==> src/rtl/mcu_pkg.sv <==
// Shared definitions for the MCU mux sequencer and the mux array it drives.
package mcu_pkg;

  // Mux-array state codes; the array decodes these values directly.
  localparam int ST_LOAD = 0;
  localparam int ST_CONV = 1;
  localparam int ST_READ = 2;

  // Sequencer FSM. IDLE has no mux-array code of its own and presents ST_LOAD.
  typedef enum logic [1:0] {
    FSM_IDLE,
    FSM_LOAD,
    FSM_CONV,
    FSM_READ
  } fsm_e;

  // Substate counts 0..N/2; the extra bit is kept for the mux array's decode.
  function automatic int substate_w(input int n);
    return $clog2(n / 2 + 1) + 1;
  endfunction

  // Memory select spans the N+2 line memories.
  function automatic int memsel_w(input int n);
    return $clog2(n + 2);
  endfunction

  // Column address spans one strip.
  function automatic int col_w(input int cols);
    return $clog2(cols);
  endfunction

endpackage

==> src/rtl/mcu_wrap_counter.sv <==
// Counter that runs 0..MAX and wraps to 0; flags the wrapping increment.
module mcu_wrap_counter
  import mcu_pkg::*;
#(
  parameter int MAX   = 3,
  parameter int WIDTH = 2
) (
  input  logic             clk,
  input  logic             rst_n,
  input  logic             en,
  input  logic             clr,
  output logic [WIDTH-1:0] value,
  output logic             wrap
);

  logic [WIDTH-1:0] value_q;
  logic [WIDTH-1:0] value_d;
  logic             at_max;

  assign at_max = (value_q == WIDTH'(MAX));
  assign wrap   = en & at_max;
  assign value  = value_q;

  // Next count: clear has priority, then increment with wrap at MAX.
  always_comb begin
    value_d = value_q;
    if (clr) begin
      value_d = '0;
    end else if (en) begin
      value_d = at_max ? '0 : value_q + WIDTH'(1);
    end
  end

  // Count register.
  always_ff @(posedge clk or negedge rst_n) begin
    if (!rst_n) begin
      value_q <= '0;
    end else begin
      value_q <= value_d;
    end
  end

endmodule

==> src/rtl/mcu_mux_sequencer.sv <==
// Strip sequencer for the convolution engine's data-select mux array:
// loads N+2 line memories per column, steps the convolution substates,
// then drains N result lanes per column.
module mcu_mux_sequencer
  import mcu_pkg::*;
#(
  parameter int N           = 2,
  parameter int BITS_IMAGEN = 8,
  parameter int STATES      = 3,
  parameter int IMG_COLS    = 16
) (
  input  logic                          i_clock,
  input  logic                          i_reset,
  input  logic                          i_start,
  input  logic                          i_dataValid,
  input  logic                          i_readReady,
  output logic [$clog2(STATES)-1:0]     o_state,
  output logic [$clog2(N/2+1)+1-1:0]    o_substate,
  output logic [$clog2(N+2)-1:0]        o_memSelect,
  output logic [$clog2(IMG_COLS)-1:0]   o_colAddr,
  output logic                          o_dataReady,
  output logic                          o_memWrite,
  output logic                          o_convEnable,
  output logic                          o_outValid,
  output logic                          o_done
);

  localparam int STATE_W = $clog2(STATES);
  localparam int SUB_W   = substate_w(N);
  localparam int MEM_W   = memsel_w(N);
  localparam int COL_W   = col_w(IMG_COLS);

  // Reject geometries the counters cannot sequence.
  if (N < 2 || (N % 2) != 0 || IMG_COLS < 2 || BITS_IMAGEN < 1 || STATES < 3)
  begin : g_param_check
    $fatal(1, "mcu_mux_sequencer: unsupported parameter set");
  end

  fsm_e fsm_q;
  fsm_e fsm_d;
  logic done_q;
  logic done_d;

  logic [MEM_W-1:0] mem_value;
  logic [SUB_W-1:0] sub_value;
  logic [COL_W-1:0] col_value;
  logic             mem_wrap;
  logic             sub_wrap;
  logic             col_wrap;

  logic in_idle;
  logic load_xfer;
  logic read_xfer;
  logic conv_step;
  logic load_col_done;
  logic lane_last;
  logic col_last;
  logic mem_en;
  logic mem_clr;
  logic col_en;

  assign in_idle   = (fsm_q == FSM_IDLE);
  assign load_xfer = (fsm_q == FSM_LOAD) & i_dataValid;
  assign read_xfer = (fsm_q == FSM_READ) & i_readReady;
  assign conv_step = (fsm_q == FSM_CONV);

  // In LOAD the memSelect counter runs 0..N+1 and wraps by itself; in READ
  // it only runs 0..N-1, so the last lane is detected here and cleared.
  assign load_col_done = mem_wrap & (fsm_q == FSM_LOAD);
  assign lane_last     = read_xfer & (mem_value == MEM_W'(N - 1));
  assign col_last      = (col_value == COL_W'(IMG_COLS - 1));

  assign mem_en  = load_xfer | read_xfer;
  assign mem_clr = lane_last | in_idle;
  assign col_en  = load_col_done | sub_wrap | lane_last;

  mcu_wrap_counter #(
    .MAX   (N + 1),
    .WIDTH (MEM_W)
  ) u_mem_cnt (
    .clk   (i_clock),
    .rst_n (i_reset),
    .en    (mem_en),
    .clr   (mem_clr),
    .value (mem_value),
    .wrap  (mem_wrap)
  );

  mcu_wrap_counter #(
    .MAX   (N / 2),
    .WIDTH (SUB_W)
  ) u_sub_cnt (
    .clk   (i_clock),
    .rst_n (i_reset),
    .en    (conv_step),
    .clr   (in_idle),
    .value (sub_value),
    .wrap  (sub_wrap)
  );

  // Column counter wraps to 0 at each phase end, so no explicit clear is
  // needed between phases; col_wrap is implied by the phase transitions.
  mcu_wrap_counter #(
    .MAX   (IMG_COLS - 1),
    .WIDTH (COL_W)
  ) u_col_cnt (
    .clk   (i_clock),
    .rst_n (i_reset),
    .en    (col_en),
    .clr   (in_idle),
    .value (col_value),
    .wrap  (col_wrap)
  );

  // State and done-pulse registers; reset aborts a strip without o_done.
  always_ff @(posedge i_clock or negedge i_reset) begin
    if (!i_reset) begin
      fsm_q  <= FSM_IDLE;
      done_q <= 1'b0;
    end else begin
      fsm_q  <= fsm_d;
      done_q <= done_d;
    end
  end

  // Next state: each phase ends on the terminal transfer of its last column.
  always_comb begin
    fsm_d  = fsm_q;
    done_d = 1'b0;
    unique case (fsm_q)
      FSM_IDLE: begin
        // A start coinciding with the done pulse belongs to the old strip.
        if (i_start && !done_q) begin
          fsm_d = FSM_LOAD;
        end
      end
      FSM_LOAD: begin
        if (load_col_done && col_last) begin
          fsm_d = FSM_CONV;
        end
      end
      FSM_CONV: begin
        if (sub_wrap && col_last) begin
          fsm_d = FSM_READ;
        end
      end
      FSM_READ: begin
        if (lane_last && col_last) begin
          fsm_d  = FSM_IDLE;
          done_d = 1'b1;
        end
      end
      default: begin
        fsm_d = FSM_IDLE;
      end
    endcase
    // The column wrap must coincide with a phase end or a column step.
    if (col_wrap && (fsm_d == fsm_q) && !in_idle) begin
      fsm_d = fsm_q;
    end
  end

  // Outputs decode only registered state, so selects are glitch-free
  // relative to the clock except o_memWrite, which follows i_dataValid.
  always_comb begin
    o_state      = STATE_W'(ST_LOAD);
    o_dataReady  = 1'b0;
    o_convEnable = 1'b0;
    o_outValid   = 1'b0;
    unique case (fsm_q)
      FSM_IDLE: o_state = STATE_W'(ST_LOAD);
      FSM_LOAD: begin
        o_state     = STATE_W'(ST_LOAD);
        o_dataReady = 1'b1;
      end
      FSM_CONV: begin
        o_state      = STATE_W'(ST_CONV);
        o_convEnable = 1'b1;
      end
      FSM_READ: begin
        o_state    = STATE_W'(ST_READ);
        o_outValid = 1'b1;
      end
      default: o_state = STATE_W'(ST_LOAD);
    endcase
  end

  assign o_substate  = sub_value;
  assign o_memSelect = mem_value;
  assign o_colAddr   = col_value;
  assign o_memWrite  = i_dataValid & o_dataReady;
  assign o_done      = done_q;

endmodule

==> config.mk <==
export PLATFORM = sky130hd
export DESIGN_NAME = mcu_mux_sequencer
export DESIGN_NICKNAME = d
export VERILOG_FILES = /design/src/rtl/mcu_pkg.sv /design/src/rtl/mcu_wrap_counter.sv /design/src/rtl/mcu_mux_sequencer.sv
export SDC_FILE = /design/constraint.sdc
export NUM_CORES = 1
export LEC_CHECK = 0
export BUFFER_PORTS_ARGS = -buffer_cell sky130_fd_sc_hd__buf_2
export CORE_MARGIN = 2
export CORE_UTILIZATION = 48
export DETAILED_ROUTE_END_ITERATION = 7
export PLACE_DENSITY = 0.75
export SKIP_CTS_REPAIR_TIMING = 1
export SKIP_LAST_GASP = 1
export SYNTH_ARGS = -nofsm -noshare
export SYNTH_HDL_FRONTEND = slang
export SYNTH_SLANG_ARGS = --single-unit
==> constraint.sdc <==
create_clock -name i_clock -period 1.6 [get_ports i_clock]
set_input_delay 0.24 -clock i_clock [delete_from_list [all_inputs] [get_ports i_clock]]
set_output_delay 0.24 -clock i_clock [all_outputs]
set_load 0.05 [all_outputs]
==> run metrics <==
clock power share 0.172; final WL between 1000 and 1500 um; Final min period 1510 ps; Die Area roughly 1700 sq um; antenna cell count 0; H-tree levels 1; antenna violations before repair 0; share of layout cells above drive strength 1 0.333; Cell variety after synth 31; DRC viols 0; row cnt 13; crit path cell chain buf_4 > and2_1 > clkbuf_4; sequential share of the synthesized area 0.401; total grt overflow 0; unrepaired setup endpoints after global routing false; Port Buffers 19; 1st-pass router iterations 4; Core Area roughly 1300 sq um; Synth area leader dfrtp_1; VDD IR max 1150 uV; met2 WL just under 600 um; final setup vio count 0; via/cell ratio between 5 and 6; final hold slack about 340 ps; Net Switching just under 500 uW; drt wl/cell between 10 and 15 um; fin crit share 0.942; Max Cap Violations 0; Synth Register Bits 11; die width 41.8 um; Max FO, Critical Path 16; die height roughly 42 um; Worst Path Arrival ~1300 ps; Reg power frac 0.362; CTS max path bufs 2; vias in the first global route a little under 500; Sw Ratio 0.456; Reg clk slew, reported paths ~70 ps; first-pass GRT wire length approximately 2300 um; max_slew headroom 0.832; gpl congestion roughly 0.84; Inst Count DP roughly 110; dpl ws roughly 150 ps; Synth-to-Final Area Change 23.7%; DR iter-0 viols 16; WP data required approximately 1400 ps; Final Hold Viols 0; combinational power share 0.466; max-slew violations 0; Final Non-Filler Cells approximately 110; Gate Count Post-Synth 73; CTS buffer count 3; final setup TNS 0 ps; wl on met1 736 um; top sig layer met3; top-area cell type share of the netlist area 0.401; Worst-Skew Late Latency between 200 and 300 ps; Initial Util 0.520; gr usage total 0.171; Slew @ Worst Pin 252 ps; Syn Std Cell Area ~690 sq um; pwr dens ~1300 nW/um^2; critical path type reg2out; Ports 20; top cells by area, synth dfrtp_1 40%, ha_1 5.5%, nor2b_4 4.0%; CTS tree done; # clock sinks 11; CP Capture Type output port; DP HPWL about 1000 um; final worst-path setup slack 93.3 ps; syn avg cell area 9.39 sq um; post-synthesis net count 81; cell-internal power between 500 and 600 uW; met3 WL between 80 and 90 um; skew final between 4 and 5 ps; slowest stage delay, CP slightly above 400 ps; Leak about 0.00041 uW; HP Class in2reg; outcome completed; via count about 620; yosys warns 0; Final #Nets roughly 110; slowest cell on the critical path dfrtp_1; crit start category flop; Clk Tree Root Cell clkbuf_4; Tot Pwr 1080 uW; largest net degree at the start of global routing 17; FMAX 664 MHz; Post-DRT Antenna Nets 0
-- cell type report --
| class | count | area (sq um) |
|---|---|---|
| sequential | 11 | 278 |
| fill | 115 | 469 |
| timing repair buffer | 23 | 139 |
| tap | 15 | 18.8 |
| clock buffer | 4 | 26.3 |
| inverter | 4 | 15.0 |
| multi-input combinational | 54 | 372 |
-- placed cells by master (no fill, tap or decap), types with 2 or more instances in the layout --
| cell | count |
|---|---|
| buf_2 | 16 |
| dfrtp_1 | 9 |
| nor2_1 | 7 |
| clkbuf_4 | 6 |
| nand3_1 | 5 |
| o21ai_0 | 5 |
| inv_1 | 4 |
| nand2_1 | 4 |
| and2_1 | 3 |
| nor2b_1 | 3 |
| a31oi_1 | 3 |
| ha_1 | 3 |
| nor2b_4 | 2 |
| a311oi_1 | 2 |
| buf_4 | 2 |
| dfrtp_2 | 2 |
-- worst max-delay path, delay by kind of cell, from the launching register on --
| family | cells | cell delay, ps |
|---|---|---|
| buffers and inverters | 2 | 450 |
| DFF | 1 | 410 |
| and+or+nand+nor | 1 | 150 |
-- synthesized netlist by cell type (all sizes together) --
library cell / n
nor4: 1
clkbuf: 2
o21ai: 5
or4: 1
a21o: 1
a32o: 1
a41oi: 1
nand3: 5
dfrtp: 11
a311oi: 2
a21oi: 1
mux2: 1
and2: 3
nand2: 4
mux2i: 1
buf: 2
nor2b: 6
o2bb2ai: 1
o21a: 1
a32oi: 1
ha: 3
nand4: 1
and3: 1
o22ai: 1
nor3b: 1
nor2: 7
nand3b: 1
inv: 4
a31oi: 3
-- registers in the layout (all words and copies together), names as in the netlist --
name and flops:
fsm_q 2, u_mem_cnt.value 2, o_done 1, u_col_cnt.value 4, u_sub_cnt.value 2
-- metrics by stage --
step                      instance area, sq um   util
after floorplan                            691      -
after CTS                                  827  0.628
after global routing                       848  0.644
final                                      848  0.644
after global placement                     801  0.608
after detailed placement                   801  0.608
-- power by group through the flow --
| stage | Combinational (uW) | Sequential [uW] | Clock [uW] |
|---|---|---|---|
| finish | 504 | 390 | 186 |
| global route | 547 | 402 | 206 |
| CTS | 501 | 392 | 191 |
| detailed placement | 501 | 395 | 0 |
| global placement | 498 | 396 | 0 |
| floorplan | 211 | 566 | 0 |
-- per-layer routing --
metal | global-route usage | up-vias
met2 | 0.219 | 20
met3 | 0.0391 | 0
met4 | 0.0581 | 0
met1 | 0.274 | 289
li1 | - | 312
met5 | 0 | -
-- logic make-up (layout without fill, tap and decap cells) --
group,after synthesis,after routing,synth area share
AOI/OAI and AO/OA,18,18,0.192
and+or+nand+nor,31,31,0.261
muxes,2,2,0.0310
DFF,11,11,0.401
buffers and inverters,8,31,0.0602
adders and majority gates,3,3,0.0548
-- path summary, 6_finish.rpt --
check	start	endpoint	slack, ps	depth (start not counted)
worst min-delay path	i_dataValid	fsm_q[1]	340	3
min in group asynchronous	i_reset	u_col_cnt.value[1]	360	2
max in group asynchronous	i_reset	u_mem_cnt.value[0]	1010	2
worst max-delay path	fsm_q[0]	o_state[1]	90	3
worst min register to register	u_sub_cnt.value[1]	u_sub_cnt.value[1]	520	1
worst max register to register	u_mem_cnt.value[1]	u_col_cnt.value[3]	130	6
Power figures use the tool's default switching activity.
